--- src/rtl/fnd_pkg.sv ---
// Shared constants for the 4-digit scanned 7-segment display: font,
// converter state encodings, digit slot indices and special codes.
package fnd_pkg;

  // digit codes beyond 0-9
  localparam logic [3:0] CODE_DASH  = 4'hA;
  localparam logic [3:0] CODE_BLANK = 4'hB;

  // largest legal minute/second value
  localparam logic [5:0] FIELD_MAX = 6'd59;

  // converter states
  localparam logic [1:0] ST_IDLE = 2'd0;
  localparam logic [1:0] ST_MIN  = 2'd1;
  localparam logic [1:0] ST_SEC  = 2'd2;
  localparam logic [1:0] ST_DONE = 2'd3;

  // digit slots, com[0] is the rightmost digit
  localparam logic [1:0] IDX_SEC_O = 2'd0;
  localparam logic [1:0] IDX_SEC_T = 2'd1;
  localparam logic [1:0] IDX_MIN_O = 2'd2;
  localparam logic [1:0] IDX_MIN_T = 2'd3;

  // font, active-high {dp,g,f,e,d,c,b,a}; polarity is applied at the pins
  localparam logic [7:0] FONT_0     = 8'h3F;
  localparam logic [7:0] FONT_1     = 8'h06;
  localparam logic [7:0] FONT_2     = 8'h5B;
  localparam logic [7:0] FONT_3     = 8'h4F;
  localparam logic [7:0] FONT_4     = 8'h66;
  localparam logic [7:0] FONT_5     = 8'h6D;
  localparam logic [7:0] FONT_6     = 8'h7D;
  localparam logic [7:0] FONT_7     = 8'h07;
  localparam logic [7:0] FONT_8     = 8'h7F;
  localparam logic [7:0] FONT_9     = 8'h6F;
  localparam logic [7:0] FONT_DASH  = 8'h40;
  localparam logic [7:0] FONT_BLANK = 8'h00;

  function automatic logic [7:0] seg_font(input logic [3:0] code);
    case (code)
      4'd0:      return FONT_0;
      4'd1:      return FONT_1;
      4'd2:      return FONT_2;
      4'd3:      return FONT_3;
      4'd4:      return FONT_4;
      4'd5:      return FONT_5;
      4'd6:      return FONT_6;
      4'd7:      return FONT_7;
      4'd8:      return FONT_8;
      4'd9:      return FONT_9;
      CODE_DASH: return FONT_DASH;
      default:   return FONT_BLANK;
    endcase
  endfunction

endpackage

--- src/rtl/bcd_conv_60.sv ---
// Sequential subtract-10 binary-to-BCD converter for a minute/second pair.
// Outputs double as the shadow buffer: they hold the last full result.
module bcd_conv_60
  import fnd_pkg::*;
(
  input  logic       clk,
  input  logic       rst,
  input  logic       start,
  input  logic [5:0] min_bin,
  input  logic [5:0] sec_bin,
  output logic       done,
  output logic [3:0] min_t,
  output logic [3:0] min_o,
  output logic [3:0] sec_t,
  output logic [3:0] sec_o
);

  logic [1:0] state;
  logic [5:0] work;
  logic [3:0] tens;

  assign done = (state == ST_DONE);

  // one subtract-10 step per cycle; a field above 59 skips straight to DASH
  always_ff @(posedge clk) begin
    if (rst) begin
      state <= ST_IDLE;
      work  <= '0;
      tens  <= '0;
      min_t <= '0;
      min_o <= '0;
      sec_t <= '0;
      sec_o <= '0;
    end else begin
      case (state)
        ST_IDLE: begin
          if (start) begin
            work  <= min_bin;
            tens  <= '0;
            state <= ST_MIN;
          end
        end
        ST_MIN: begin
          if (min_bin > FIELD_MAX) begin
            min_t <= CODE_DASH;
            min_o <= CODE_DASH;
            work  <= sec_bin;
            tens  <= '0;
            state <= ST_SEC;
          end else if (work >= 6'd10) begin
            work <= work - 6'd10;
            tens <= tens + 4'd1;
          end else begin
            min_t <= tens;
            min_o <= work[3:0];
            work  <= sec_bin;
            tens  <= '0;
            state <= ST_SEC;
          end
        end
        ST_SEC: begin
          if (sec_bin > FIELD_MAX) begin
            sec_t <= CODE_DASH;
            sec_o <= CODE_DASH;
            state <= ST_DONE;
          end else if (work >= 6'd10) begin
            work <= work - 6'd10;
            tens <= tens + 4'd1;
          end else begin
            sec_t <= tens;
            sec_o <= work[3:0];
            state <= ST_DONE;
          end
        end
        default: state <= ST_IDLE;
      endcase
    end
  end

endmodule

--- src/rtl/fnd_scan_4digit.sv ---
// 4-digit multiplexed 7-segment driver for MM:SS with frame-synchronous
// capture, background BCD conversion and a double-buffered display.
module fnd_scan_4digit
  import fnd_pkg::*;
#(
  parameter int SCAN_DIV    = 50000,
  parameter bit COM_ACT_LOW = 1'b1,
  parameter bit SEG_ACT_LOW = 1'b1
) (
  input  logic       clk,
  input  logic       rst,
  input  logic [5:0] min_in,
  input  logic [5:0] sec_in,
  input  logic       dp_in,
  output logic [3:0] com,
  output logic [7:0] seg
);

  localparam int DW = $clog2(SCAN_DIV);
  localparam logic [3:0] COM_OFF = COM_ACT_LOW ? 4'hF : 4'h0;
  localparam logic [7:0] SEG_OFF = SEG_ACT_LOW ? 8'hFF : 8'h00;

  logic [DW-1:0] div;
  logic [1:0]    idx;
  logic          frame_start;
  logic [5:0]    min_cap, sec_cap;
  logic          dp_cap, dp_sh, start_q, pend;
  logic          conv_done;
  logic [3:0]    sh_mt, sh_mo, sh_st, sh_so;
  logic [3:0]    disp_mt, disp_mo, disp_st, disp_so;
  logic          disp_dp;
  logic [3:0]    code;
  logic          dp_on;
  logic [7:0]    seg_ah;
  logic [3:0]    com_ah;

  assign frame_start = (div == '0) && (idx == 2'd0);

  // slot divider and digit index
  always_ff @(posedge clk) begin
    if (rst) begin
      div <= '0;
      idx <= '0;
    end else if (div == DW'(SCAN_DIV - 1)) begin
      div <= '0;
      idx <= idx + 2'd1;
    end else begin
      div <= div + 1'b1;
    end
  end

  // frame-start capture; start is delayed a cycle so the converter sees the captured values
  always_ff @(posedge clk) begin
    if (rst) begin
      min_cap <= '0;
      sec_cap <= '0;
      dp_cap  <= 1'b0;
      start_q <= 1'b0;
    end else begin
      start_q <= frame_start;
      if (frame_start) begin
        min_cap <= min_in;
        sec_cap <= sec_in;
        dp_cap  <= dp_in;
      end
    end
  end

  bcd_conv_60 u_conv (
    .clk     (clk),
    .rst     (rst),
    .start   (start_q),
    .min_bin (min_cap),
    .sec_bin (sec_cap),
    .done    (conv_done),
    .min_t   (sh_mt),
    .min_o   (sh_mo),
    .sec_t   (sh_st),
    .sec_o   (sh_so)
  );

  // shadow-to-display commit, only ever at a frame start; a done on that same edge waits a frame
  always_ff @(posedge clk) begin
    if (rst) begin
      pend    <= 1'b0;
      dp_sh   <= 1'b0;
      disp_mt <= '0;
      disp_mo <= '0;
      disp_st <= '0;
      disp_so <= '0;
      disp_dp <= 1'b0;
    end else begin
      if (conv_done) dp_sh <= dp_cap;
      if (frame_start && pend) begin
        disp_mt <= sh_mt;
        disp_mo <= sh_mo;
        disp_st <= sh_st;
        disp_so <= sh_so;
        disp_dp <= dp_sh;
      end
      if (conv_done)        pend <= 1'b1;
      else if (frame_start) pend <= 1'b0;
    end
  end

  // digit mux and font lookup for the current slot
  always_comb begin
    code  = disp_so;
    dp_on = 1'b0;
    case (idx)
      IDX_SEC_O: code = disp_so;
      IDX_SEC_T: code = disp_st;
      IDX_MIN_O: begin
        code  = disp_mo;
        dp_on = disp_dp;
      end
      default:   code = disp_mt;
    endcase
    seg_ah = seg_font(code) | {dp_on, 7'b0};
    com_ah = 4'b0001 << idx;
  end

  // registered pins; the first cycle of each slot is dark to avoid ghosting
  always_ff @(posedge clk) begin
    if (rst || div == '0) begin
      com <= COM_OFF;
      seg <= SEG_OFF;
    end else begin
      com <= COM_ACT_LOW ? ~com_ah : com_ah;
      seg <= SEG_ACT_LOW ? ~seg_ah : seg_ah;
    end
  end

endmodule

--- config.mk ---
export PLATFORM = sky130hd
export DESIGN_NAME = fnd_scan_4digit
export DESIGN_NICKNAME = d
export VERILOG_FILES = /design/src/rtl/fnd_pkg.sv /design/src/rtl/bcd_conv_60.sv /design/src/rtl/fnd_scan_4digit.sv
export SDC_FILE = /design/constraint.sdc
export NUM_CORES = 1
export LEC_CHECK = 0
export BUFFER_PORTS_ARGS = -buffer_cell sky130_fd_sc_hd__clkbuf_2
export CORE_ASPECT_RATIO = 1.4
export CORE_UTILIZATION = 25
export CTS_CLUSTER_SIZE = 40
export DETAILED_ROUTE_END_ITERATION = 7
export PLACE_DENSITY = 0.51
export SLEW_MARGIN = 30
export SYNTH_ARGS = -nofsm -noshare
export SYNTH_HDL_FRONTEND = slang
export SYNTH_SLANG_ARGS = --single-unit
export TNS_END_PERCENT = 100
--- constraint.sdc ---
create_clock -name clk -period 2.1 [get_ports clk]
set_clock_uncertainty 0.15 [all_clocks]
set_input_delay 0.315 -clock clk [delete_from_list [all_inputs] [get_ports clk]]
set_output_delay 0.315 -clock clk [all_outputs]
set_load 0.03 [all_outputs]
Yosys cells after proc, flatten, opt, wreduce, memory -nomap -nowiden. Memory sizes are Yosys's and may differ from the RTL's. Cells that the tools add are included.

Reduce and logical (&&, ||, !) cells: 13. Multiplexer cells: 28. Eq/ne operators: 13. Div/mod/pow operators: 0. Shift operators: 1. Bitwise logic cells: 3. Add/subtract/negate cells: 4. Magnitude comparators: 3. $mul: 0.

Operators by type and width (count): $mux W4 (11); $mux W6 (5); $pmux W4 S3 (2); $pmux W6 S3 (1); $add A16 B1 Y16 const B (1); $eq A16 B16 Y1 const B (1); $logic_not A16 Y1 (1); $gt A6 B6 Y1 const B (2); $mux W2 (5); $not A8 Y8 (1); $or A8 B8 Y8 (1); $eq A2 B2 Y1 const B (3); $ge A6 B4 Y1 const B (1); $ne A2 B1 Y1 const B (3); $ne A3 B2 Y1 const B (2); $pmux W2 S3 (1); $sub A6 B4 Y6 const B (1); $add A4 B1 Y4 const B (1); $eq A2 B1 Y1 const B (2); $logic_not A2 Y1 (2); $ne A2 B2 Y1 const B (2); $not A4 Y4 (1); $reduce_and A2 Y1 (2); $reduce_and A4 Y1 (1); other kinds (9) (12).

Memory bits (writable): 0. Bits of input ports: 15. Latch bits: 0. Memories: 1. Output and inout port bits: 12. Memory bits (read-only): 112. Bits in registers: 91. Word-level logic and storage cells: 88.

Memories: (name not given) (depth 16, bits a word 7, rd ports 1, clocked after memory_dff 0, write ports 0, RTL line fnd_pkg.sv:39) `case (code)`.

Depth between registers and ports, before layout. An unclocked memory read counts as a cell.

Depth in word-level cells: 5. Mapped depth: 12. Gate-level depth less buffers: 11.

Cells and area by module. A second synthesis with hierarchy kept.

Cells, all modules: 487. Area total of the unflattened synthesis: 4315.4 sq um.

Modules (own cells, without submodules): fnd_scan_4digit (instances 1, seq. area each 1261.2 sq um, area an instance 2782.7 sq um, cells an instance 312); bcd_conv_60 (instances 1, seq. area each 560.5 sq um, area an instance 1532.7 sq um, cells an instance 175).

Least setup slack after synthesis. No wires, ideal clock.

Path type: register to register. Start: register idx[0]. End: register seg[3]. Path buffers: 1. Library setup time: 137 ps. Arrival time: 1880 ps. Cell stages (with the launch flop): 10. Setup slack: -67 ps. Path through: dfxtp_1 > inv_1 > ha_1 > clkbuf_1 > a222oi_1 > mux2i_1 > ha_1 > nor2_1 > o21a_1 > o21ai_0.

Word-level cells in the longest chain between the ends: 5.

RTL lines: start, declared (RTL line fnd_scan_4digit.sv:24) `logic [1:0] idx;`; start signal, assigned (RTL line fnd_scan_4digit.sv:46) `idx <= idx + 2'd1;`; $eq A2 B2 Y1 (tied with other cells) (RTL line fnd_scan_4digit.sv:110) `case (idx)`; $pmux W4 S3 * (RTL line fnd_scan_4digit.sv:110); $mem_v2 Z16 W7 *; $or A8 B8 Y8 * (RTL line fnd_scan_4digit.sv:119) `seg_ah = seg_font(code) | {dp_on, 7'b0};`; $not A8 Y8 * (RTL line fnd_scan_4digit.sv:130) `seg <= SEG_ACT_LOW ? ~seg_ah : seg_ah;`; end signal, assigned (RTL line fnd_scan_4digit.sv:130); end, declared (RTL line fnd_scan_4digit.sv:16) `output logic [7:0] seg`.

Mark *: on every way between the ends. The rest lies on a longest branch, timed or not. A chain may end at the register's enable or synchronous reset.

Worst setup path after layout.
Start: register div[0]. End: register disp_mt[0].

Word-level cells in the longest chain between the ends: 3.

RTL lines: start, declared (RTL line fnd_scan_4digit.sv:23) `logic [DW-1:0] div;`; start signal, assigned (RTL line fnd_scan_4digit.sv:48) `div <= div + 1'b1;`; $logic_not A16 Y1 (RTL line fnd_scan_4digit.sv:37) `assign frame_start = (div == '0) && (idx == 2'd0);`; $logic_and A1 B1 Y1 (RTL line fnd_scan_4digit.sv:37); $logic_and A1 B1 Y1 (RTL line fnd_scan_4digit.sv:94) `if (frame_start && pend) begin`; end signal, assigned (RTL line fnd_scan_4digit.sv:95) `disp_mt <= sh_mt;`; end, declared (RTL line fnd_scan_4digit.sv:30) `logic [3:0] disp_mt, disp_mo, disp_st, disp_so;`.

No other way between the ends.

==> metrics.cfg <==
[run_status]
status=finished with violations
violations=setup timing

[logic_synthesis]
yosys_warnings=0
ys_seq_area_frac=0.450
synth.distinct_cells=52
synth_flop_cell=dfxtp_1
synth_nets=511
synth-edff-count=0
syn_area_um2=4050
synth_area_per_cell_um2=8.46
syn_inst=478
synthArstFlopShare=0
ys_ff_latch=91

[clocking]
clockRootBuffer=clkbuf_16
clock_latency_ps=350
clockBufferDepth=2
cts_hold_buf=0
cts_buffers=9
cts.reportedPaths.clkPinSlew_ps=70
numClockSinks=91
htreeDepth=3
cts_tree=yes

[timing]
hold_ws_ps=39.9
rsz0062_at_grt=yes
finalHoldViolations=0
max_freq_mhz=464
final.setup.tns_ps=-296
final-max-slew-violation-count=0
setup_viol=14
period_share=1.03
finalCriticalPeriod_ps=2150
slew_headroom=0.719
postLayoutSetupSlackWorst_ps=-53.0
tightest_slew_ps=421

[grt]
grt_util_all_layers=0.124
grt_max_degree=25
grt_antenna_before_repair=0
use_met3=0.0282
top_usage_layer=met2
grt_pass1_wl_um=16000
gr-total-overflow=0
use_met1=0.142
met2_usage=0.207
grt_pass1_vias=3297

[route]
firstDrtPassIters=4
drt_iter0_drc=117
wl_per_cell_um=13.1
avgViaCountPerCell=4.64
drtAntennaViolNets=0
wirelength_um=9650
drc=0
vias=3412

[worst_setup_path]
r2r_end=disp_mt[0]
cp-end-kind=register
r2r_slack_ps=-50
crit_type=reg2reg
worst-r2r-cell-count=8
worst_ep_arrival_time_ps=2280
critPathLaunch=div[0]
crit-reg2reg-launch=div[0]
cp_max_fo=8
critPathRequiredTime_ps=2230
setup.worst_path.start_class=register

[placement]
port_buffers=26
hpwl_um=7080
dp.cells=718
gp_congestion=0.804

[power]
combPwrFrac=0.276
finalPower_w=0.00486
p_int_w=0.00328
seqPwrFrac=0.415
p_leak_nw=1.88
vdd_ir_drop_max_mv=0.476
clockPowerShare=0.308
p_sw_w=0.00158
pwr_density_cell_nw_per_um2=947
switching_share=0.325

[floorplanning]
dieWidth_um=110
rows=54
die_h_um=153
core-area_um2=15700
io_pins=27
start_util=0.258
die-area_um2=16700

[cells_and_area]
drive_gt1_frac=0.231
syn2layout_area_growth_pct=26.8
fin_nets=569
diodes=0
final_cells=736
n_fill_cell=1664

[hold_path]
holdCritPathClass=in2reg
holdCritStartpoint=sec_in[3]
min_path_cells=3
holdPathEnd=sec_cap[3]

[job]
maxCapViolations=0

flip-flops by register name, indices dropped and copies added (netlist names), 6 cells and up:
name,count
seg,8
div,16
sec_cap,6
min_cap,6
u_conv.work,6
worst max path at each step:
| stage | cells past startpoint | to |
|---|---|---|
| 5_1_grt | 8 | disp_mo[0] |
| 4_1_cts | 8 | disp_mo[1] |
| 3_5_place_dp | 8 | disp_mo[1] |
| 6_report | 8 | disp_mt[0] |
| 3_3_place_gp | 8 | disp_st[3] |
| 2_1_floorplan | 8 | seg[0] |
cell families (layout without fill, tap and decap cells):
group                    after synthesis  in the layout  synth area share
multiplexers                          10             10            0.0254
AND/OR/NAND/NOR                      196            196             0.231
XOR/XNOR                              19             19            0.0411
flip-flops                            91             91             0.450
adder cells (fa/ha/maj)               18             18            0.0557
AO/OA/AOI/OAI                         97             97             0.144
buffers and inverters                 47            109            0.0520
power groups by stage:
stage,registers (W),logic (W),clock network (W)
floorplan,0.00206,0.000850,0
global placement,0.00205,0.00131,0
detailed placement,0.00206,0.00133,0
CTS,0.00202,0.00133,0.00155
global route,0.00204,0.00150,0.00162
finish,0.00202,0.00134,0.00150
layer usage:
metal / wire, um / part of all wire
met2: 4950 / 0.51
met4: 256 / 0.027
met5: 0 / 0
met3: 266 / 0.028
met1: 4170 / 0.43
critical path, cell delays in order (launching register included):
cell       delay [ps]
dfxtp_2           320
inv_1              50
ha_1              140
or4b_4            480
nor4_4            300
and2_4            260
clkbuf_16         160
nand3_1            80
a21oi_1           160
cells in the mapped netlist, drive strengths merged (3+ instances only):
library cell	number	area [um2]
mux2i	8	80.1
dfxtp	91	1820
nand3	38	195
buf	10	71.3
ha	18	225
a22oi	3	22.5
o21a	4	30.0
a21oi	50	250
a211oi	3	22.5
nor2	47	176
a311oi	6	52.6
xnor2	14	123
nand4	6	37.5
nand2	74	278
a222oi	3	30.0
inv	22	82.6
and2	3	21.3
nor3	5	25.0
o21ai	15	75.1
xor2	5	43.8
and3	4	25.0
clkbuf	15	56.3
nand2b	3	18.8
layout make-up:
class                   count  area, um2  share of cell area
inverters                  22       85.1              0.0166
repair buffers             72        551               0.107
flip-flops and latches     91       1830               0.357
multi-input cells         340       2150               0.419
clock buffers              12        246              0.0480
clock inverters             3       25.0             0.00488
well taps                 196        245              0.0478
per-stage QoR:
stage	setup WS, ps	util	area (um2)
after detailed placement	-59.8	0.298	4670
after floorplan	-40.7	-	4050
final	-53.0	0.327	5130
after global placement	-47.4	0.298	4670
after global routing	-127	0.327	5130
after CTS	-16.4	0.316	4950
repair_timing:
action | CTS | global route
setup buffers | 0 | 2
resized for setup | 6 | 38
cloned | 0 | 1
endpoints found under the setup margin | 35 | 36
pin swaps | 3 | 13
layout by cell type (no fill, tap or decap), types with 4 or more instances in the layout:
master,Yosys,final
o21a_1,4,4
ha_1,18,12
xnor2_1,14,14
nand4_1,6,6
inv_2,0,4
clkbuf_16,0,10
nand2_1,74,73
a21oi_1,50,43
o21ai_0,15,12
dfxtp_1,91,88
a311oi_1,6,6
and3_1,4,4
nand3_1,37,36
a21oi_2,0,7
ha_4,0,6
mux2i_1,8,5
buf_12,0,4
xor2_1,5,5
nor2_1,47,45
nor3_1,5,4
clkbuf_2,0,26
inv_1,22,17
buf_4,1,39
No activity file was read; power rests on OpenSTA's default activity.
